`src/rtl/octa_load_sched.sv`:
```
// rtl/octa_load_sched.sv - session sequencer: bank load, score-sum clear, core release, readback
module octa_load_sched #(
    parameter int ADDR_WIDTH = 13,
    parameter int DEPTH      = 8192,
    parameter int DATA_WIDTH = 32,
    parameter int PARALLEL   = 8
) (
    input  logic                           clk,
    input  logic                           rst,
    input  logic                           start,
    input  logic [ADDR_WIDTH:0]            load_len,
    input  logic                           in_valid,
    output logic                           in_ready,
    input  logic [DATA_WIDTH*PARALLEL-1:0] in_data,
    output logic [ADDR_WIDTH-1:0]          s_addr,
    output logic [PARALLEL-1:0]            s_we,
    output logic [DATA_WIDTH*PARALLEL-1:0] s_wdata,
    output logic [ADDR_WIDTH-1:0]          g_addr,
    output logic [PARALLEL-1:0]            g_we,
    output logic [DATA_WIDTH*PARALLEL-1:0] g_wdata,
    output logic [ADDR_WIDTH-1:0]          sum_addr,
    output logic [PARALLEL-1:0]            sum_we,
    output logic [DATA_WIDTH*PARALLEL-1:0] sum_wdata,
    input  logic [DATA_WIDTH*PARALLEL-1:0] sum_rdata,
    output logic                           rdy_flag,
    input  logic                           diff_done,
    output logic                           out_valid,
    input  logic                           out_ready,
    output logic [DATA_WIDTH*PARALLEL-1:0] out_data,
    output logic                           busy,
    output logic                           done,
    output logic [31:0]                    run_cycles
);
    localparam int CW = ADDR_WIDTH + 1;
    localparam int DW = DATA_WIDTH * PARALLEL;
    localparam logic [CW-1:0] DEPTH_C   = CW'(DEPTH);
    localparam logic [CW-1:0] HALF_LAST = CW'(DEPTH / 2 - 1);

    typedef enum logic [3:0] {
        IDLE, LOAD_S, LOAD_G, CLR_SUM, RUN, RD_ADDR, RD_WAIT, RD_OUT, DONE_S
    } state_t;

    state_t state_q, state_d;
    logic [CW-1:0] cnt_q, cnt_d, len_q, len_d, len_clamped;
    logic in_ready_q, in_ready_d, rdy_flag_q, rdy_flag_d;
    logic out_valid_q, out_valid_d, busy_q, busy_d, done_q, done_d;
    logic [ADDR_WIDTH-1:0] s_addr_q, s_addr_d, g_addr_q, g_addr_d, sum_addr_q, sum_addr_d;
    logic [PARALLEL-1:0] s_we_q, s_we_d, g_we_q, g_we_d, sum_we_q, sum_we_d;
    logic [DW-1:0] s_wdata_q, s_wdata_d, g_wdata_q, g_wdata_d, out_data_q, out_data_d;
    logic [31:0] run_cycles_q, run_cycles_d;
    logic hs_in;

    // State and registered outputs; reset drops enables and rdy_flag at once
    always_ff @(posedge clk or posedge rst) begin
        if (rst) begin
            state_q      <= IDLE;
            cnt_q        <= '0;
            len_q        <= '0;
            in_ready_q   <= 1'b0;
            rdy_flag_q   <= 1'b0;
            out_valid_q  <= 1'b0;
            busy_q       <= 1'b0;
            done_q       <= 1'b0;
            s_addr_q     <= '0;
            g_addr_q     <= '0;
            sum_addr_q   <= '0;
            s_we_q       <= '0;
            g_we_q       <= '0;
            sum_we_q     <= '0;
            s_wdata_q    <= '0;
            g_wdata_q    <= '0;
            out_data_q   <= '0;
            run_cycles_q <= '0;
        end else begin
            state_q      <= state_d;
            cnt_q        <= cnt_d;
            len_q        <= len_d;
            in_ready_q   <= in_ready_d;
            rdy_flag_q   <= rdy_flag_d;
            out_valid_q  <= out_valid_d;
            busy_q       <= busy_d;
            done_q       <= done_d;
            s_addr_q     <= s_addr_d;
            g_addr_q     <= g_addr_d;
            sum_addr_q   <= sum_addr_d;
            s_we_q       <= s_we_d;
            g_we_q       <= g_we_d;
            sum_we_q     <= sum_we_d;
            s_wdata_q    <= s_wdata_d;
            g_wdata_q    <= g_wdata_d;
            out_data_q   <= out_data_d;
            run_cycles_q <= run_cycles_d;
        end
    end

    // Next state plus next output values; outputs are computed for the state being entered
    always_comb begin
        state_d      = state_q;
        cnt_d        = cnt_q;
        len_d        = len_q;
        rdy_flag_d   = 1'b0;
        done_d       = 1'b0;
        out_valid_d  = out_valid_q;
        out_data_d   = out_data_q;
        s_addr_d     = s_addr_q;
        g_addr_d     = g_addr_q;
        sum_addr_d   = sum_addr_q;
        s_we_d       = '0;
        g_we_d       = '0;
        sum_we_d     = '0;
        s_wdata_d    = s_wdata_q;
        g_wdata_d    = g_wdata_q;
        run_cycles_d = run_cycles_q;
        hs_in        = in_valid && in_ready_q;
        len_clamped  = (load_len > DEPTH_C) ? DEPTH_C : load_len;

        case (state_q)
            IDLE: begin
                if (start) begin
                    cnt_d        = '0;
                    run_cycles_d = '0;
                    len_d        = len_clamped;
                    if (len_clamped == '0) begin
                        state_d    = CLR_SUM;
                        sum_we_d   = '1;
                        sum_addr_d = '0;
                    end else begin
                        state_d = LOAD_S;
                    end
                end
            end
            LOAD_S: begin
                if (hs_in) begin
                    s_we_d    = '1;
                    s_addr_d  = cnt_q[ADDR_WIDTH-1:0];
                    s_wdata_d = in_data;
                    if (cnt_q == len_q - CW'(1)) begin
                        cnt_d   = '0;
                        state_d = LOAD_G;
                    end else begin
                        cnt_d = cnt_q + CW'(1);
                    end
                end
            end
            LOAD_G: begin
                if (hs_in) begin
                    g_we_d    = '1;
                    g_addr_d  = cnt_q[ADDR_WIDTH-1:0];
                    g_wdata_d = in_data;
                    if (cnt_q == len_q - CW'(1)) begin
                        cnt_d      = '0;
                        state_d    = CLR_SUM;
                        sum_we_d   = '1;
                        sum_addr_d = '0;
                    end else begin
                        cnt_d = cnt_q + CW'(1);
                    end
                end
            end
            CLR_SUM: begin
                if (cnt_q == HALF_LAST) begin
                    cnt_d      = '0;
                    state_d    = RUN;
                    rdy_flag_d = 1'b1;
                    s_addr_d   = '0;
                    g_addr_d   = '0;
                    sum_addr_d = '0;
                end else begin
                    cnt_d      = cnt_q + CW'(1);
                    sum_we_d   = '1;
                    sum_addr_d = cnt_d[ADDR_WIDTH-1:0];
                end
            end
            RUN: begin
                if (run_cycles_q != '1) run_cycles_d = run_cycles_q + 32'd1;
                s_addr_d   = '0;
                g_addr_d   = '0;
                sum_addr_d = '0;
                if (diff_done) begin
                    cnt_d   = '0;
                    state_d = RD_ADDR;
                end else begin
                    rdy_flag_d = 1'b1;
                end
            end
            RD_ADDR: state_d = RD_WAIT;
            RD_WAIT: begin
                out_data_d  = sum_rdata;
                out_valid_d = 1'b1;
                state_d     = RD_OUT;
            end
            RD_OUT: begin
                if (out_ready) begin
                    out_valid_d = 1'b0;
                    if (cnt_q == HALF_LAST) begin
                        state_d = DONE_S;
                        done_d  = 1'b1;
                    end else begin
                        cnt_d      = cnt_q + CW'(1);
                        sum_addr_d = cnt_d[ADDR_WIDTH-1:0];
                        state_d    = RD_ADDR;
                    end
                end
            end
            DONE_S:  state_d = IDLE;
            default: state_d = IDLE;
        endcase

        in_ready_d = (state_d == LOAD_S) || (state_d == LOAD_G);
        busy_d     = (state_d != IDLE);
    end

    assign in_ready   = in_ready_q;
    assign s_addr     = s_addr_q;
    assign s_we       = s_we_q;
    assign s_wdata    = s_wdata_q;
    assign g_addr     = g_addr_q;
    assign g_we       = g_we_q;
    assign g_wdata    = g_wdata_q;
    assign sum_addr   = sum_addr_q;
    assign sum_we     = sum_we_q;
    assign sum_wdata  = '0;
    assign rdy_flag   = rdy_flag_q;
    assign out_valid  = out_valid_q;
    assign out_data   = out_data_q;
    assign busy       = busy_q;
    assign done       = done_q;
    assign run_cycles = run_cycles_q;
endmodule

```
`config.mk`:
```
export PLATFORM = sky130hd
export DESIGN_NAME = octa_load_sched
export DESIGN_NICKNAME = d
export VERILOG_FILES = /design/src/rtl/octa_load_sched.sv
export SDC_FILE = /design/constraint.sdc
export NUM_CORES = 2
export LEC_CHECK = 0
export CAP_MARGIN = 20
export CORE_AREA = 10 10 640 642
export CTS_CLUSTER_SIZE = 40
export DETAILED_ROUTE_END_ITERATION = 6
export DIE_AREA = 0 0 650 652
export PLACE_DENSITY = 0.37
export SKIP_CTS_REPAIR_TIMING = 1
export SYNTH_ARGS = -nofsm -noshare
export SYNTH_HDL_FRONTEND = slang
export SYNTH_SLANG_ARGS = --single-unit
```
`constraint.sdc`:
```
create_clock -name clk -period 54.7 [get_ports clk]
set_clock_uncertainty 0.15 [all_clocks]
set_input_delay 10.94 -clock clk [delete_from_list [all_inputs] [get_ports clk]]
set_output_delay 10.94 -clock clk [all_outputs]
set_load 0.05 [all_outputs]
```
Word level (Yosys, flattened, before mapping)
Cells that the tools add are included.
Operators by class
  add/sub/neg operators: 3
  $lt $le $gt $ge: 1
  eq/ne operators: 23
  mux-type cells: 51
  reduce and logical (&&, ||, !) cells: 21
Operators with widths (count)
  two-way mux 13 bit: 9
  two-way mux 14 bit: 8
  one-hot mux 13 bit (3 select lines): 2
  one-hot mux 14 bit (5 select lines): 1
  one-hot mux 13 bit (5 select lines): 1
  two-way mux 32 bit: 2
  two-way mux 8 bit: 8
  one-hot mux 32 bit (2 select lines): 1
  two-way mux 4 bit: 9
  adder 32 x 1 -> 32 bit, second input constant: 1
  inequality test 32 bit, second input constant: 1
  one-hot mux 4 bit (8 select lines): 1
  one-hot mux 8 bit (3 select lines): 1
  inequality test 2 bit, second input constant: 10
  == test 4 x 3 -> 1 bit, second input constant: 4
  adder 14 x 1 -> 14 bit, second input constant: 1
  == test 14 x 12 -> 1 bit, second input constant: 1
  == test 14 bit: 1
  > comparator 14 bit, second input constant: 1
  zero test 14 bit: 1
  subtractor 14 x 1 -> 14 bit, second input constant: 1
  == test 4 x 2 -> 1 bit, second input constant: 3
  nonzero test 5 bit: 2
  AND reduction 3 bit: 3
  15 further kinds: 26
Storage, ports and cells
  bits in registers: 900
  output and inout port bits: 1124
  word-level logic and storage cells: 117

Logic depth before layout (Yosys ltp)
  depth after elaboration: 8
  mapped depth: 11

Worst setup path after synthesis
Ideal clock, no wire load.
  path kind: input to register
  start point: input port in_valid
  end point: register g_wdata_q[100] (netlist: g_wdata[100])
  setup time: 125 ps
  data arrival time: 12446 ps
  setup slack: 41979 ps
  stages on the path: 7
  cell sequence: nand2_1 -> nor2_1 -> nand2_1 -> inv_2 -> clkbuf_1 -> clkbuf_1 -> mux2_2
On the way
  cells in the longest elaborated chain, start to end: 2
RTL lines
  start, declared: line 12  | input logic in_valid,
  logical AND 1 bit: line 114  | hs_in = in_valid && in_ready_q;
  AND reduction 2 bit (no line)
  end signal, assigned: line 90  | g_wdata_q <= g_wdata_d;
  end, declared: line 49  | logic [DW-1:0] s_wdata_q, s_wdata_d, g_wdata_q, g_wdata_d, out_data_q, out_data_d;
Every way passes these cells.
A chain may end at the register's enable or synchronous reset.

==> results.py <==
metrics = {
    "timing": {
        "slew_headroom_pct": 25.83,
        "finalCritPeriodShare_pct": 26.41,
        "fin_setup_tns_ns": 0,
        "max_freq_mhz": 69.23,
        "whs_ns": 0.3239,
        "setup_viol": 0,
        "rsz0062_at_grt": "false",
        "worst_pin_slew_ns": 1.109,
        "fin_crit_ns": 14.44,
        "final.setup.worst_slack_ns": 40.26,
        "hold_viol_final": 0,
        "drv_slew": 0,
    },
    "drt": {
        "first_pass_iters": 7,
        "antenna_left": 0,
        "avgViaCountPerCell": 2.875,
        "first_iter_violations": 1503,
        "drc_errors": 0,
        "vias": 28340,
        "routedWlPerCell_um": 26.78,
        "wirelength_um": 263900,
    },
    "logic_synthesis": {
        "synth_top_area_share_pct": 60.96,
        "ys.flop_type": "dfrtp_1",
        "synth.avg_cell_area_um2": 11.78,
        "yosys.area.top_type": "dfrtp_1",
        "synth_common_cells": "dfrtp_1, nand2_1, mux2_2",
        "async_flop_share_pct": 100.0,
        "synth-seq-cells": 879,
        "synth_cells": 3063,
        "synthDistinctLibCells": 59,
        "synth_area_um2": 36080,
        "synthTopCellsByArea": "dfrtp_1, mux2_2, nand2_1, buf_4, clkbuf_1",
        "synth_enable_flop_cells": 0,
        "yosysMostFrequentCell": "dfrtp_1",
        "yosys_warnings": 0,
        "ys_seq_area_share_pct": 60.96,
    },
    "clock_network": {
        "clockRootBuffer": "clkbuf_16",
        "clock_latency_ns": 0.84,
        "clk_pin_slew_ns": 0.06,
        "cts_buffers": 121,
        "tritoncts": "done",
        "h-tree-depth": 3,
        "cts_sinks": 879,
        "cts_buffer_depth": 4,
    },
    "global_route": {
        "grtUsageTotal_pct": 11.85,
        "grt_pass1_wl_um": 334900,
        "grt_start_max_net_pins": 119,
        "grt_pass1_vias": 29710,
        "antenna_found_initial": 130,
        "grt_overflow": 0,
    },
    "power": {
        "cellLeakagePower_nw": 25.24,
        "swShare_pct": 47.31,
        "power_density_nw_per_um2": 59.48,
        "peakVddDrop_mv": 0.03081,
        "p_comb_share_pct": 48.4,
        "p_clk_share_pct": 24.0,
        "p_int_mw": 1.867,
        "pwr-share-seq_pct": 27.6,
        "p_switching_mw": 1.676,
    },
    "die": {
        "die_area_um2": 423800,
        "initial_core_util_pct": 9.080,
        "fp.dieH_um": 652,
        "core_area_um2": 397400,
        "die_w_um": 650,
        "rows": 232,
        "io_pins": 1656,
    },
    "finish": {
        "fill_cells": 44450,
        "area.growth.synth_to_final_pct": 65.10,
        "drive_gt1_share_pct": 17.83,
        "seqCellArea_um2": 22000,
        "multi_input_area_um2": 12370,
        "final_area_um2": 59570,
        "final_cells": 9855,
        "finalNetCount": 4993,
    },
    "setup_path": {
        "critPathCaptureType": "asynchronous set/reset pin",
        "cp_max_fo": 101,
        "critPathArrivalTime_ns": 15.13,
        "startpoint_type": "primary input",
        "crit_type": "primary input to asynchronous set/reset pin",
        "required_ns": 55.38,
    },
    "placed_design": {
        "dp_hpwl_um": 224600,
        "place_congestion": 0.8895,
        "io_buffers": 1399,
        "placed_cells": 9598,
        "dp_slack_ns": 39.03,
        "placed_area_um2": 55260,
    },
    "run_status": {
        "status": "completed",
    },
    "worst_hold_path": {
        "hp-class": "flop to flop",
    },
    "flow_run": {
        "maxCapViolations": 0,
    },
}
==> metrics by stage <==
| stage | total power [mW] | utilization, % |
|---|---|---|
| finish | 3.544 | 14.99 |
| CTS | 3.637 | 14.96 |
| floorplan | 1.977 | - |
| global route | 3.720 | 14.97 |
| global placement | 2.748 | 13.90 |
| detailed placement | 2.752 | 13.91 |
==> worst paths after layout <==
kind	start	to	slack (ns)	cells past startpoint
hold reg to reg	s_wdata[11]$_DFFE_PP0P_	s_wdata[11]$_DFFE_PP0P_	0.32	2
setup / recovery	rst	out_data[138]$_DFFE_PP0P_	40.26	6
hold / removal	s_wdata[11]$_DFFE_PP0P_	s_wdata[11]$_DFFE_PP0P_	0.32	2
max in group clk	in_valid	s_wdata[133]$_DFFE_PP0P_	40.98	7
min in group asynchronous	rst	g_wdata[91]$_DFFE_PP0P_	10.52	2
setup reg to reg	state_q[2]$_DFF_PP0_	out_data[109]$_DFFE_PP0P_	50.02	6
==> worst max-delay path: stages <==
cell	delay [ns]
clkdlybuf4s50_1	0.50
inv_8	0.57
buf_4	0.67
buf_4	0.65
buf_4	0.64
buf_4	0.84
==> kinds of logic (layout without fill, tap and decap cells) <==
| logic type | count (synthesis) | after routing | synth area share (%) |
|---|---|---|---|
| flip-flops | 879 | 879 | 60.96 |
| AND/OR/NAND/NOR | 1051 | 1051 | 11.79 |
| other | 1 | 292 | 0.01039 |
| adder cells (fa/ha/maj) | 3 | 3 | 0.1040 |
| multiplexers | 531 | 531 | 16.55 |
| buffers and inverters | 440 | 1676 | 7.466 |
| XOR/XNOR | 51 | 51 | 1.238 |
| AO/OA/AOI/OAI | 107 | 107 | 1.873 |
==> layer usage <==
| metal | track usage (%) | routed length (um) | vias to the layer above |
|---|---|---|---|
| met4 | 2.243 | 5257 | 38 |
| met1 | 12.81 | 97120 | 14330 |
| met3 | 6.522 | 31790 | 316 |
| met2 | 20.48 | 129500 | 1217 |
| li1 | - | - | 12440 |
| met5 | 0 | 248 | - |
==> power groups by stage <==
| stage | logic [mW] | registers [mW] | clock network, mW |
|---|---|---|---|
| floorplan | 0.374 | 1.60 | 0 |
| global route | 1.80 | 1.01 | 0.911 |
| CTS | 1.77 | 0.982 | 0.889 |
| finish | 1.71 | 0.979 | 0.850 |
| detailed placement | 1.76 | 0.989 | 0 |
| global placement | 1.76 | 0.984 | 0 |
==> final cells by class <==
class,instances,share of cell area [%]
antenna,36,0.1512
clock buffer,172,5.759
clock inverter,47,1.269
inverter,17,0.1449
multi-input combinational,1999,20.76
sequential,879,36.92
tap,5265,11.06
timing repair buffer,1440,23.93
==> layout by cell type, fill, tap and decap left out, types with 19 or more instances in the layout <==
master           instances
nand2_1                868
buf_4                   79
o21ai_0                 41
mux2_2                 526
clkdlybuf4s50_1       1357
conb_1                 256
xnor2_1                 25
dfrtp_1                879
clkbuf_8                19
nand3_1                 20
xor2_1                  26
clkbuf_16              122
nor2_1                  69
clkbuf_1                31
diode_2                 36
==> flip-flops by register name, indices dropped and copies added, names as in the netlist <==
| signal | cells |
|---|---|
| busy | 1 |
| cnt_q | 14 |
| done | 1 |
| g_addr | 13 |
| g_wdata | 256 |
| g_we | 1 |
| in_ready | 1 |
| len_q | 14 |
| out_data | 256 |
| out_valid | 1 |
| rdy_flag | 1 |
| run_cycles | 32 |
| s_addr | 13 |
| s_wdata | 256 |
| s_we | 1 |
| state_q | 4 |
| sum_addr | 13 |
| sum_we | 1 |
(Power assumes the default switching activity.)
